## src/rtl/serial_adder_if.sv

```systemverilog
// Host-side handshake and operand/result bundle for serial_adder_ctrl.
// master = host block, slave = the bit-serial adder controller.
interface serial_adder_if #(
    parameter int WIDTH = 8
);
    logic             start;
    logic [WIDTH-1:0] a;
    logic [WIDTH-1:0] b;
    logic             cin;
    logic             ready;
    logic             busy;
    logic             done;
    logic [WIDTH-1:0] sum;
    logic             cout;
    logic             ovf;

    modport master (
        output start,
        output a,
        output b,
        output cin,
        input  ready,
        input  busy,
        input  done,
        input  sum,
        input  cout,
        input  ovf
    );

    modport slave (
        input  start,
        input  a,
        input  b,
        input  cin,
        output ready,
        output busy,
        output done,
        output sum,
        output cout,
        output ovf
    );
endinterface

```

## src/rtl/serial_adder_ctrl.sv

```systemverilog
// Bit-serial adder: one full adder stepped LSB-first over WIDTH cycles.
// Optional signed-overflow flag enabled by macro SERIAL_ADDER_OVF_EN.
module serial_adder_ctrl #(
    parameter int WIDTH = 8
) (
    input  logic          clk,
    input  logic          rst_n,
    serial_adder_if.slave bus
);
    localparam int CW = $clog2(WIDTH) + 1;
    localparam logic [CW-1:0] LAST = CW'(WIDTH - 1);

    localparam logic [1:0] S_IDLE = 2'b00;
    localparam logic [1:0] S_RUN  = 2'b01;
    localparam logic [1:0] S_DONE = 2'b10;

    logic [1:0]       state;
    logic [1:0]       state_nxt;
    logic [WIDTH-1:0] a_sh;
    logic [WIDTH-1:0] b_sh;
    logic [WIDTH-1:0] sum_q;
    logic [WIDTH-1:0] sum_sh;
    logic [CW-1:0]    cnt;
    logic             carry;
    logic             cout_q;
    logic             fa_s;
    logic             fa_c;
    logic             accept;
    logic             run;
    logic             last;

    assign accept = (state == S_IDLE) && bus.start;
    assign run    = (state == S_RUN);
    assign last   = run && (cnt == LAST);

    assign fa_s = a_sh[0] ^ b_sh[0] ^ carry;
    assign fa_c = (a_sh[0] & b_sh[0])
                | (a_sh[0] & carry)
                | (b_sh[0] & carry);

    // New sum bit enters at the MSB; written this way so WIDTH=1 works
    always_comb begin
        sum_sh            = sum_q >> 1;
        sum_sh[WIDTH-1]   = fa_s;
    end

    // Next-state decode: IDLE -> RUN on start, RUN -> DONE after last bit
    always_comb begin
        state_nxt = state;
        unique case (1'b1)
            (state == S_IDLE): if (bus.start) state_nxt = S_RUN;
            (state == S_RUN):  if (cnt == LAST) state_nxt = S_DONE;
            (state == S_DONE): state_nxt = S_IDLE;
            default:           state_nxt = S_IDLE;
        endcase
    end

    // State register
    always_ff @(posedge clk or negedge rst_n) begin
        if (!rst_n) begin
            state <= S_IDLE;
        end else begin
            state <= state_nxt;
        end
    end

    // Operand shifters, carry flop and bit counter
    always_ff @(posedge clk or negedge rst_n) begin
        if (!rst_n) begin
            a_sh  <= '0;
            b_sh  <= '0;
            carry <= 1'b0;
            cnt   <= '0;
        end else if (accept) begin
            a_sh  <= bus.a;
            b_sh  <= bus.b;
            carry <= bus.cin;
            cnt   <= '0;
        end else if (run) begin
            a_sh  <= a_sh >> 1;
            b_sh  <= b_sh >> 1;
            carry <= fa_c;
            cnt   <= cnt + CW'(1);
        end
    end

    // Result registers: cleared on accept, built during RUN, then held
    always_ff @(posedge clk or negedge rst_n) begin
        if (!rst_n) begin
            sum_q  <= '0;
            cout_q <= 1'b0;
        end else if (accept) begin
            sum_q  <= '0;
            cout_q <= 1'b0;
        end else if (run) begin
            sum_q <= sum_sh;
            if (last) cout_q <= fa_c;
        end
    end

`ifdef SERIAL_ADDER_OVF_EN
    logic ovf_q;

    // Signed overflow: carry into MSB differs from carry out of MSB
    always_ff @(posedge clk or negedge rst_n) begin
        if (!rst_n) begin
            ovf_q <= 1'b0;
        end else if (accept) begin
            ovf_q <= 1'b0;
        end else if (last) begin
            ovf_q <= carry ^ fa_c;
        end
    end

    assign bus.ovf = ovf_q;
`else
    assign bus.ovf = 1'b0;
`endif

    assign bus.ready = (state == S_IDLE);
    assign bus.busy  = run;
    assign bus.done  = (state == S_DONE);
    assign bus.sum   = sum_q;
    assign bus.cout  = cout_q;
endmodule

```

## src/flat_wrapper.sv

```systemverilog
// flat-port wrapper written by rule: the top's interface ports become plain ports
module serial_adder_ctrl_flat 
#(
    parameter int WIDTH = 8
)
  (clk, rst_n, bus_start, bus_a, bus_b, bus_cin, bus_ready, bus_busy, bus_done, bus_sum, bus_cout, bus_ovf);
  serial_adder_if #(.WIDTH(WIDTH)) bus_i ();
  input  logic clk;
  input  logic rst_n;
  input wire logic [$bits(bus_i.start)-1:0] bus_start;
  input wire logic [$bits(bus_i.a)-1:0] bus_a;
  input wire logic [$bits(bus_i.b)-1:0] bus_b;
  input wire logic [$bits(bus_i.cin)-1:0] bus_cin;
  output wire logic [$bits(bus_i.ready)-1:0] bus_ready;
  output wire logic [$bits(bus_i.busy)-1:0] bus_busy;
  output wire logic [$bits(bus_i.done)-1:0] bus_done;
  output wire logic [$bits(bus_i.sum)-1:0] bus_sum;
  output wire logic [$bits(bus_i.cout)-1:0] bus_cout;
  output wire logic [$bits(bus_i.ovf)-1:0] bus_ovf;
  assign bus_i.start = bus_start;
  assign bus_i.a = bus_a;
  assign bus_i.b = bus_b;
  assign bus_i.cin = bus_cin;
  assign bus_ready = bus_i.ready;
  assign bus_busy = bus_i.busy;
  assign bus_done = bus_i.done;
  assign bus_sum = bus_i.sum;
  assign bus_cout = bus_i.cout;
  assign bus_ovf = bus_i.ovf;
  serial_adder_ctrl #(.WIDTH(WIDTH)) u_core (.clk(clk), .rst_n(rst_n), .bus(bus_i));
endmodule
```

## config.mk

```make
export PLATFORM = sky130hd
export DESIGN_NAME = serial_adder_ctrl_flat
export DESIGN_NICKNAME = d
export VERILOG_FILES = /design/src/rtl/serial_adder_if.sv /design/src/rtl/serial_adder_ctrl.sv /design/src/flat_wrapper.sv
export SDC_FILE = /design/constraint.sdc
export NUM_CORES = 1
export LEC_CHECK = 0
export CAP_MARGIN = 20
export CORE_ASPECT_RATIO = 1.75
export CORE_MARGIN = 4
export CORE_UTILIZATION = 44
export CTS_CLUSTER_DIAMETER = 150
export DETAILED_ROUTE_END_ITERATION = 12
export PLACE_DENSITY_LB_ADDON = 0.15
export SLEW_MARGIN = 20
export SYNTH_ARGS = -nofsm -noshare
export SYNTH_HDL_FRONTEND = slang
export SYNTH_SLANG_ARGS = --single-unit
```

## constraint.sdc

```tcl
create_clock -name clk -period 1.3 [get_ports clk]
set_clock_uncertainty 0.05 [all_clocks]
set_input_delay 0.26 -clock clk [delete_from_list [all_inputs] [get_ports clk]]
set_output_delay 0.26 -clock clk [all_outputs]
set_load 0.005 [all_outputs]
```

Word-level counts from Yosys, hierarchy flattened

Cells that the tools add are included.

Reduce and logical (&&, ||, !) cells: 7
Add/sub/neg operators: 1
Bitwise logic cells: 7
Eq/ne operators: 5
Muxes and demuxes: 16

Operators with widths:

| cell                                                             | count |
|---|---|
| 8-bit 2-to-1 mux                                                 | 6 |
| 4-bit 2-to-1 mux                                                 | 2 |
| 1-bit 2-to-1 mux                                                 | 5 |
| 4-bit by 1-bit adder with 4-bit output (second input constant)   | 1 |
| 4-bit by 3-bit == test with 1-bit output (second input constant) | 1 |
| 2-bit 2-to-1 mux                                                 | 2 |
| 2-bit inequality test (second input constant)                    | 2 |
| 2-bit one-hot mux with 2 select lines                            | 1 |
| 2-bit AND reduction                                              | 2 |
| 2-bit nonzero test                                               | 2 |
| 1-bit bitwise AND                                                | 3 |
| 2-bit by 1-bit == test with 1-bit output (second input constant) | 1 |
| 2-bit == test (second input constant)                            | 1 |
| 1-bit logical AND                                                | 2 |
| 2-bit zero test                                                  | 1 |
| 1-bit OR                                                         | 2 |
| 1-bit XOR                                                        | 2 |

Word-level logic and storage cells: 43
Bits of input ports: 20
Register bits after elaboration: 32

Logic depth before layout (Yosys ltp)

Gate-level depths: netlist of the first run.

Word-level depth: 6
Depth in mapped cells: 5
Mapped depth without buffers: 4

Worst setup path after synthesis of the first run

No wires, ideal clock.

Path kind: reg-to-reg
Start: register u_core.state[1]
End: register u_core.sum_q[7], in the netlist u_core.bus.sum[7]
Library setup time: 0.121 ns
Required time: 1.129 ns
Period minus slack after synthesis: 1.327 ns
Data arrival time: 1.157 ns
Setup slack: -0.027 ns
Cell stages (with the launch flop): 6
Cells stage by stage: dfrtp_1 or3b_1 buf_6 buf_6 nand3_1 o21ai_1

Word-level cells in the longest chain between the ends: 3
Elaborated cells between the ends (all ways): 5
Those cells by class: eq/ne: 1; mux: 1; reduce/logical: 3

RTL lines:

| element                                                | line                    | source |
|---|---|---|
| start, declared                                        | serial_adder_ctrl.sv:17 | `logic [1:0] state;` |
| start signal, assigned                                 | serial_adder_ctrl.sv:63 | `state <= state_nxt;` |
| 2-bit zero test                                        | serial_adder_ctrl.sv:32 | `assign accept = (state == S_IDLE) && bus.start;` |
| 1-bit logical AND                                      | serial_adder_ctrl.sv:32 |  |
| 8-bit 2-to-1 mux or 2-bit nonzero test (tied branches) | --                      |  |
| end signal, assigned                                   | serial_adder_ctrl.sv:96 | `sum_q <= sum_sh;` |
| end, declared                                          | serial_adder_ctrl.sv:21 | `logic [WIDTH-1:0] sum_q;` |

Parallel ways exist; a longest one is shown, timed or not.
A chain may end at the register's enable or synchronous reset.

Worst setup path after layout of the first run

Start: register u_core.state[1]
End: register u_core.a_sh[4]

Word-level cells in the longest chain between the ends: 3
Elaborated cells between the ends (all ways): 5
Those cells by class: eq/ne: 1; mux: 1; reduce/logical: 3

RTL lines:

| element                                                | line                    | source |
|---|---|---|
| 2-bit zero test                                        | serial_adder_ctrl.sv:32 |  |
| 1-bit logical AND                                      | serial_adder_ctrl.sv:32 |  |
| 8-bit 2-to-1 mux or 2-bit nonzero test (tied branches) | --                      |  |
| end signal, assigned                                   | serial_adder_ctrl.sv:75 | `a_sh <= bus.a;` |
| end signal, assigned                                   | serial_adder_ctrl.sv:80 | `a_sh <= a_sh >> 1;` |
| end, declared                                          | serial_adder_ctrl.sv:19 | `logic [WIDTH-1:0] a_sh;` |

Parallel ways exist; a longest one is shown, timed or not.

==> run_results.csv, run 1 <==
group,metric,value,unit
outcome,status,"finished, violations left",
outcome,failed_checks,"negative setup slack",
cells_and_area,drive_gt1_frac,0.293,
clock_tree,clockBufferDepth,2,
worst_setup_path,reg2reg_slack,-0.11,ns
synth,synth_top_family_by_area,"simple AND/OR/NAND/NOR gates",
synth,synth-compound-area-share,0.0960,
routing,vias,1266,
place,hpwl,2.19,mm
timing,finalCriticalPeriod,1.41,ns
global_routing,grt_usage,0.178,
timing,fin_crit_sh,1.09,
synth,syn_nets,178,
synth,synth_mux_area_frac,0.0138,
global_routing,grt_pass1_vias,1284,
synth,syn_avg_cell_area,9.27,um^2
worst_setup_path,crit_cells,5,
routing,first_pass_iters,4,
pwr,intPower,2960,uW
worst_setup_path,critPathMaxFanout,19,
floorplan,chipHeight,83.8,um
global_routing,grt_max_degree,33,
cells_and_area,nets,227,
timing,final-setup-viol-count,26,
cells_and_area,final_cell_mix,"nand2_1, dfrtp_1, clkdlybuf4s50_1",
worst_setup_path,crit-reg2reg-launch,"u_core.state[1]",
worst_setup_path,path_cells,"buf_6 -> or3b_4 -> buf_12 -> nor2_1 -> a31oi_1",
pwr,powerDensity,2190,nW/um^2
worst_setup_path,crit_family,"simple AND/OR/NAND/NOR gates",
synth,synth_fa_ha_area_frac,0.0225,
global_routing,grt_pass1_wl,5.77,mm
worst_setup_path,setup.worst_path.end_class,"register",
cells_and_area,mostFrequentLayoutCell,"nand2_1",
pwr,pwr-share-clk,0.177,
cells_and_area,final-instance-count-excl-fill,248,
synth,synthTopCellsByArea,"dfrtp_1, nand2_1, a31oi_1",
floorplan,core.rowCount,27,
worst_setup_path,worstPathArrival,1.53,ns
timing,fin_ws,-0.113,ns
synth,synthSimpleGateAreaFrac,0.246,
pwr,peakVddDrop,0.00128,V
worst_setup_path,cp_slowest_cell,"or3b_4",
synth,synthesis.area,1450,um^2
timing,grt_setup_unrepaired,"true",
pwr,p_leak,0.00102,uW
worst_setup_path,crit_path_start_kind,"register",
routing,drc,0,
clock_tree,cts_tree,"done",
synth,ys_types,25,
timing,final_hold_viol_count,0,
place,gp_congestion,0.770,
pwr,p_sw,1720,uW
clock_tree,insertion_delay,0.29,ns
pwr,seqPwrFrac,0.369,
floorplan,initial_core_util,0.460,
clock_tree,root_buffer,"clkbuf_8",
worst_setup_path,crit_type,"reg2reg",
routing,routedWlPerCell,14.1,um
place,dp.cells,231,
pwr,swShare,0.368,
timing,fmax,0.708,GHz
timing,finalSetupTns,-2.15,ns
worst_setup_path,ff2ff_path_depth,5,
cells_and_area,syn_to_final_growth,47.8,%
synth,ys_seq_elements,32,
routing,wl,3.50,mm
worst_setup_path,worstReg2RegEnd,"u_core.a_sh[4]",
floorplan,die_x,51.3,um
routing,routed_via_density,5.10,
floorplan,core,3140,um^2
worst_hold_path,hold_class,"in2async",
clock_tree,htreeDepth,2,
routing,ant_nets,0,
place,place_ws,-0.362,ns
synth,syn_inst,156,
place,portBuffers,31,
global_routing,grt.overflow.total,0,
pwr,power.total,4690,uW
clock_tree,cts_inserted_buffers,5,
timing,drv_slew,0,
clock_tree,path_clk_slew,0.07,ns
cells_and_area,n_antenna_cell,0,
pwr,power_frac_comb,0.454,
synth,synthXorXnorAreaFrac,0,
worst_setup_path,cp.required,1.42,ns
synth,synth_area_leader_cell,"dfrtp_1",
routing,first_iter_violations,18,
synth,synth_top_area_share,0.554,
worst_setup_path,slowest_delay,0.42,ns
job,cap_violations,0,
synth,synth_seq_area_share,0.554,
worst_setup_path,worst-path-buf-inv,2,
floorplan,die_area,4300,um^2
clock_tree,clkSinkCount,32,
timing,holdWs,0.288,ns
synth,yosysWarningCount,0,
floorplan,pin_count,33,
global_routing,antenna_found_initial,0,
## final cells by class
class                      instances  area [um^2]
clock buffer                       7         96.3
fill                             273         1000
inverter                           4         15.0
multi-input combinational        110          673
sequential                        32          802
tap                               43         53.8
timing repair buffer              52          498
## synth_stat cells
library cell / count
a21o_1: 1
nand2_1: 53
o21ai_1: 1
nor3_2: 1
o21bai_1: 2
nand2b_1: 1
nand3_1: 11
or3b_1: 1
a221o_1: 1
ha_1: 1
a31oi_1: 11
conb_1: 1
mux2i_1: 2
nor2b_1: 1
nor2_1: 13
fa_1: 1
nand4_1: 1
inv_1: 4
o21ai_0: 2
nor3b_1: 2
a22oi_1: 3
buf_4: 2
buf_2: 4
dfrtp_1: 32
buf_6: 4
## power groups by stage
stage | logic, uW | registers [uW] | clock network [uW]
finish | 2130 | 1730 | 830
global placement | 1690 | 1720 | 0
CTS | 1990 | 1710 | 841
global route | 2360 | 1780 | 897
floorplan | 1100 | 1690 | 0
detailed placement | 1760 | 1750 | 0
## worst max path at each step
stage	startpoint	endpoint	slack [ns]
2_1_floorplan	u_core.state[1]	u_core.bus.sum[7]	-0.03
3_3_place_gp	bus_start	u_core.a_sh[2]	-0.34
3_5_place_dp	bus_start	u_core.b_sh[4]	-0.36
4_1_cts	u_core.state[1]	u_core.a_sh[3]	-0.11
5_1_grt	u_core.state[1]	u_core.a_sh[1]	-0.16
6_report	u_core.state[1]	u_core.a_sh[4]	-0.11
## state kept, by name, indices dropped and copies added (netlist names)
signal	count
u_core.cnt	4
u_core.bus.cout	1
u_core.b_sh	8
u_core.a_sh	8
u_core.state	2
u_core.bus.sum	8
u_core.carry	1
## metrics by stage
stage          utilization  instance area (um^2)
3_5_place_dp         0.583                  1830
4_1_cts              0.655                  2060
5_1_grt              0.681                  2140
2_1_floorplan            -                  1450
6_report             0.681                  2140
3_3_place_gp         0.583                  1830
## metal layers
| layer | GRT usage | up-vias | routed length, um |
|---|---|---|---|
| li1 | - | 608 | - |
| met1 | 0.209 | 617 | 1390 |
| met2 | 0.300 | 35 | 1840 |
| met3 | 0.0465 | 6 | 203 |
| met4 | 0.0716 | 0 | 64 |
| met5 | 0 | - | 0 |
## cell families after synthesis
logic type | count (synthesis)
flops | 32
mux | 2
compound gates | 21
simple gates | 84
other cells | 1
fa+ha+maj | 2
buf+inv | 14
## timing repair
| item | 4_1_cts | 5_1_grt |
|---|---|---|
| gates resized for setup | 43 | 20 |
| endpoints found under the hold margin | 0 | 0 |
| gates cloned | 2 | 0 |
| pin swaps | 14 | 2 |
| endpoints found under the setup margin | 41 | 32 |
| setup buffers | 7 | 1 |
| hold buffers | 0 | 0 |
## worst reg2reg max path: cells and delay by family (launching register included)
family / cells / cell delay (ns)
flip-flops: 1 / 0.39
buffers and inverters: 2 / 0.30
AND/OR/NAND/NOR: 2 / 0.51
AO/OA/AOI/OAI: 1 / 0.04
Power figures use the tool's default switching activity.
==> run 2, diff against run 1 <==
--- a/config.mk
+++ b/config.mk
@@ -5,13 +5,15 @@
 export SDC_FILE = /design/constraint.sdc
 export NUM_CORES = 1
 export LEC_CHECK = 0
-export CAP_MARGIN = 20
+export ABC_AREA = 1
+export CAP_MARGIN = 15
 export CORE_ASPECT_RATIO = 1.75
 export CORE_MARGIN = 4
 export CORE_UTILIZATION = 44
 export CTS_CLUSTER_DIAMETER = 150
 export DETAILED_ROUTE_END_ITERATION = 12
 export PLACE_DENSITY_LB_ADDON = 0.15
+export SETUP_SLACK_MARGIN = 0.3
 export SLEW_MARGIN = 20
 export SYNTH_ARGS = -nofsm -noshare
 export SYNTH_HDL_FRONTEND = slang
==> run 2 against run 1 <==
  * The run still ends with negative setup slack left
  * Utilization rose by 3.3 points
  * Routed wire length is 0.60% lower
  * Cell area is 0.12% lower
  * Die area down 2.3%
  * Sequential share of layout area hardly changed
  * Power increased by 0.65%
  * Critical endpoint is now bus_busy
  * Via count is 0.24% lower
  * Setup slack gained 0.039 ns
  * Final cell count rose by 7.3%
  * Maximum frequency rose by 2.8%
  * Sequential cell count unchanged
  * Clock-buffer cell count up 1
==> run_results.csv, run 2 <==
group,metric,value,unit
outcome,status,"finished, violations left",
outcome,failed_checks,"negative setup slack",
worst_setup_path,crit-reg2reg-launch,"u_core.state[0]",
routing,routedWlPerCell,13.1,um
clock_tree,root_buffer,"clkbuf_8",
global_routing,grt.overflow.total,0,
cells_and_area,drive_gt1_frac,0.304,
pwr,swShare,0.357,
clock_tree,clockBufferDepth,2,
clock_tree,htreeDepth,2,
worst_setup_path,slowest_delay,0.41,ns
worst_setup_path,crit_path_start_kind,"register",
synth,synth_edf_count,0,
worst_setup_path,reg2reg_slack,0.01,ns
global_routing,antenna_found_initial,0,
worst_setup_path,ff2ff_path_depth,6,
synth,synth_top_area_share,0.569,
worst_setup_path,worstPathArrival,1.06,ns
synth,ys.flop_type,"dfrtp_1",
place,dp.cells,239,
timing,fin_crit_sh,1.06,
clock_tree,cts_inserted_buffers,5,
cells_and_area,final-instance-count-excl-fill,266,
pwr,peakVddDrop,0.00119,V
routing,vias,1263,
job,cap_violations,0,
pwr,power_frac_comb,0.473,
synth,synthTopCellsByArea,"dfrtp_1, nand2_1, nand3_1",
synth,ys_types,19,
worst_setup_path,endpoint,"bus_busy",
synth,synthesis.area,1410,um^2
floorplan,die_area,4200,um^2
routing,first_pass_iters,4,
synth,yosysMostFrequentCell,"nand2_1",
timing,final_hold_viol_count,0,
cells_and_area,mostFrequentLayoutCell,"nand2_1",
floorplan,chipHeight,82.8,um
worst_setup_path,crit_family,"flip-flops",
global_routing,grt_pass1_vias,1226,
synth,yosysWarningCount,0,
floorplan,core,2990,um^2
timing,finalCriticalPeriod,1.37,ns
synth,syn_nets,187,
timing,fin_ws,-0.0743,ns
place,portBuffers,31,
clock_tree,clkSinkCount,32,
synth,synth_seq_area_share,0.569,
routing,routed_via_density,4.75,
worst_setup_path,crit_path_start,"u_core.state[0]",
pwr,p_sw,1680,uW
global_routing,grt_pass1_wl,5.64,mm
worst_setup_path,crit_cells,4,
routing,ant_nets,0,
timing,fmax,0.728,GHz
global_routing,grt_usage,0.177,
synth,async_flop_share,1.00,
routing,wl,3.48,mm
worst_setup_path,worstReg2RegEnd,"u_core.cnt[2]",
floorplan,initial_core_util,0.470,
pwr,pwr-share-clk,0.180,
worst_setup_path,crit_type,"reg2out",
synth,synth_area_leader_cell,"dfrtp_1",
cells_and_area,nets,245,
synth,syn_inst,165,
worst_setup_path,worst-path-buf-inv,3,
timing,grt_setup_unrepaired,"true",
global_routing,grt_max_degree,33,
cells_and_area,final_cell_mix,"nand2_1, dfrtp_1, clkdlybuf4s50_1",
pwr,p_leak,0.00110,uW
clock_tree,path_clk_slew,0.07,ns
routing,first_iter_violations,19,
place,gp_congestion,0.808,
routing,drc,0,
cells_and_area,n_antenna_cell,0,
floorplan,die_x,50.8,um
worst_setup_path,cp.required,0.99,ns
pwr,seqPwrFrac,0.347,
timing,drv_slew,0,
synth,syn_avg_cell_area,8.53,um^2
place,hpwl,2.13,mm
pwr,intPower,3040,uW
floorplan,pin_count,33,
floorplan,core.rowCount,26,
clock_tree,cts_tree,"done",
pwr,powerDensity,2210,nW/um^2
worst_hold_path,hold_class,"in2async",
synth,ys_seq_elements,32,
clock_tree,insertion_delay,0.29,ns
synth,synth_common_cells,"nand2_1, dfrtp_1, nand3_1, inv_1, o21ai_0",
worst_setup_path,setup.worst_path.end_class,"output pin",
worst_setup_path,path_common_cell,"buf_6",
timing,final-setup-viol-count,3,
worst_setup_path,critPathMaxFanout,3,
worst_setup_path,path_cells,"buf_6 -> nand2_4 -> clkinv_4 -> buf_6",
cells_and_area,utilization,0.714,
worst_setup_path,cp_slowest_cell,"dfrtp_2",
cells_and_area,syn_to_final_growth,51.7,%
[run 2: changes by cell type after synthesis, moves of 3 or more]
cell / change
nand3_1: +6
nand2_1: +31
nor2_1: -9
o21ai_0: +3
a22oi_1: -3
a31oi_1: -11
[run 2: worst register-to-register path: stages (launching register included)]
cell and delay [ns]:
dfrtp_2 0.41, buf_6 0.12, buf_4 0.14, o21ai_4 0.14, buf_12 0.19, nand2_1 0.08
o21ai_1 0.09
[run 2: layer usage]
layer	track usage	wire length, um
met5	0	0
met4	0.0882	87
met3	0.0466	160
met2	0.301	1960
met1	0.197	1270
[run 2: cell type report]
class / instances / area, um^2
sequential: 32 / 802
timing repair buffer: 57 / 536
clock buffer: 8 / 100
inverter: 9 / 51.3
fill: 242 / 857
multi-input combinational: 118 / 594
tap: 42 / 52.6
[run 2: cell families (layout without fill, tap and decap cells)]
group | after synthesis | in the layout | synth area share
other | 1 | 1 | 0.00266
adders and majority gates | 2 | 2 | 0.0231
AOI/OAI and AO/OA | 6 | 6 | 0.0293
DFF | 32 | 32 | 0.569
buffers and inverters | 15 | 74 | 0.0631
and+or+nand+nor | 109 | 109 | 0.313
[run 2: power groups by stage]
stage	Combinational, uW	Clock, uW	Sequential [uW]
floorplan	935	0	1640
global placement	1540	0	1650
detailed placement	1580	0	1680
CTS	1770	858	1620
global route	2490	904	1680
finish	2230	850	1640
[run 2: worst min-delay path by stage]
stage                        endpoint  slack [ns]  cells after the start
global route            u_core.cnt[2]        0.29                      2
CTS                   u_core.state[0]        0.28                      2
global placement    u_core.bus.sum[0]        0.41                      2
floorplan              u_core.a_sh[0]       -0.09                      0
finish                  u_core.cnt[2]        0.28                      2
detailed placement     u_core.a_sh[7]        0.42                      2
[run 2: metrics by stage]
stage	cell area (um^2)	hold WS, ns	TNS, ns	total power, uW	worst slack [ns]
2_1_floorplan	1430	-0.0856	0	2580	0.188
3_3_place_gp	1810	0.408	-1.97	3190	-0.0804
3_5_place_dp	1810	0.415	-2.69	3250	-0.116
4_1_cts	1980	0.284	-0.243	4250	-0.0683
5_1_grt	2140	0.290	-1.20	5080	-0.122
6_report	2140	0.280	-0.208	4720	-0.0743
[run 2: repair_timing]
action / 4_1_cts / 5_1_grt
hold endpoints to repair: 0 / 0
hold buffers: 0 / 0
resized for setup: 63 / 21
endpoints found under the setup margin: 44 / 44
gates cloned: 0 / 2
buffers inserted: 12 / 5
pin swaps: 0 / 6
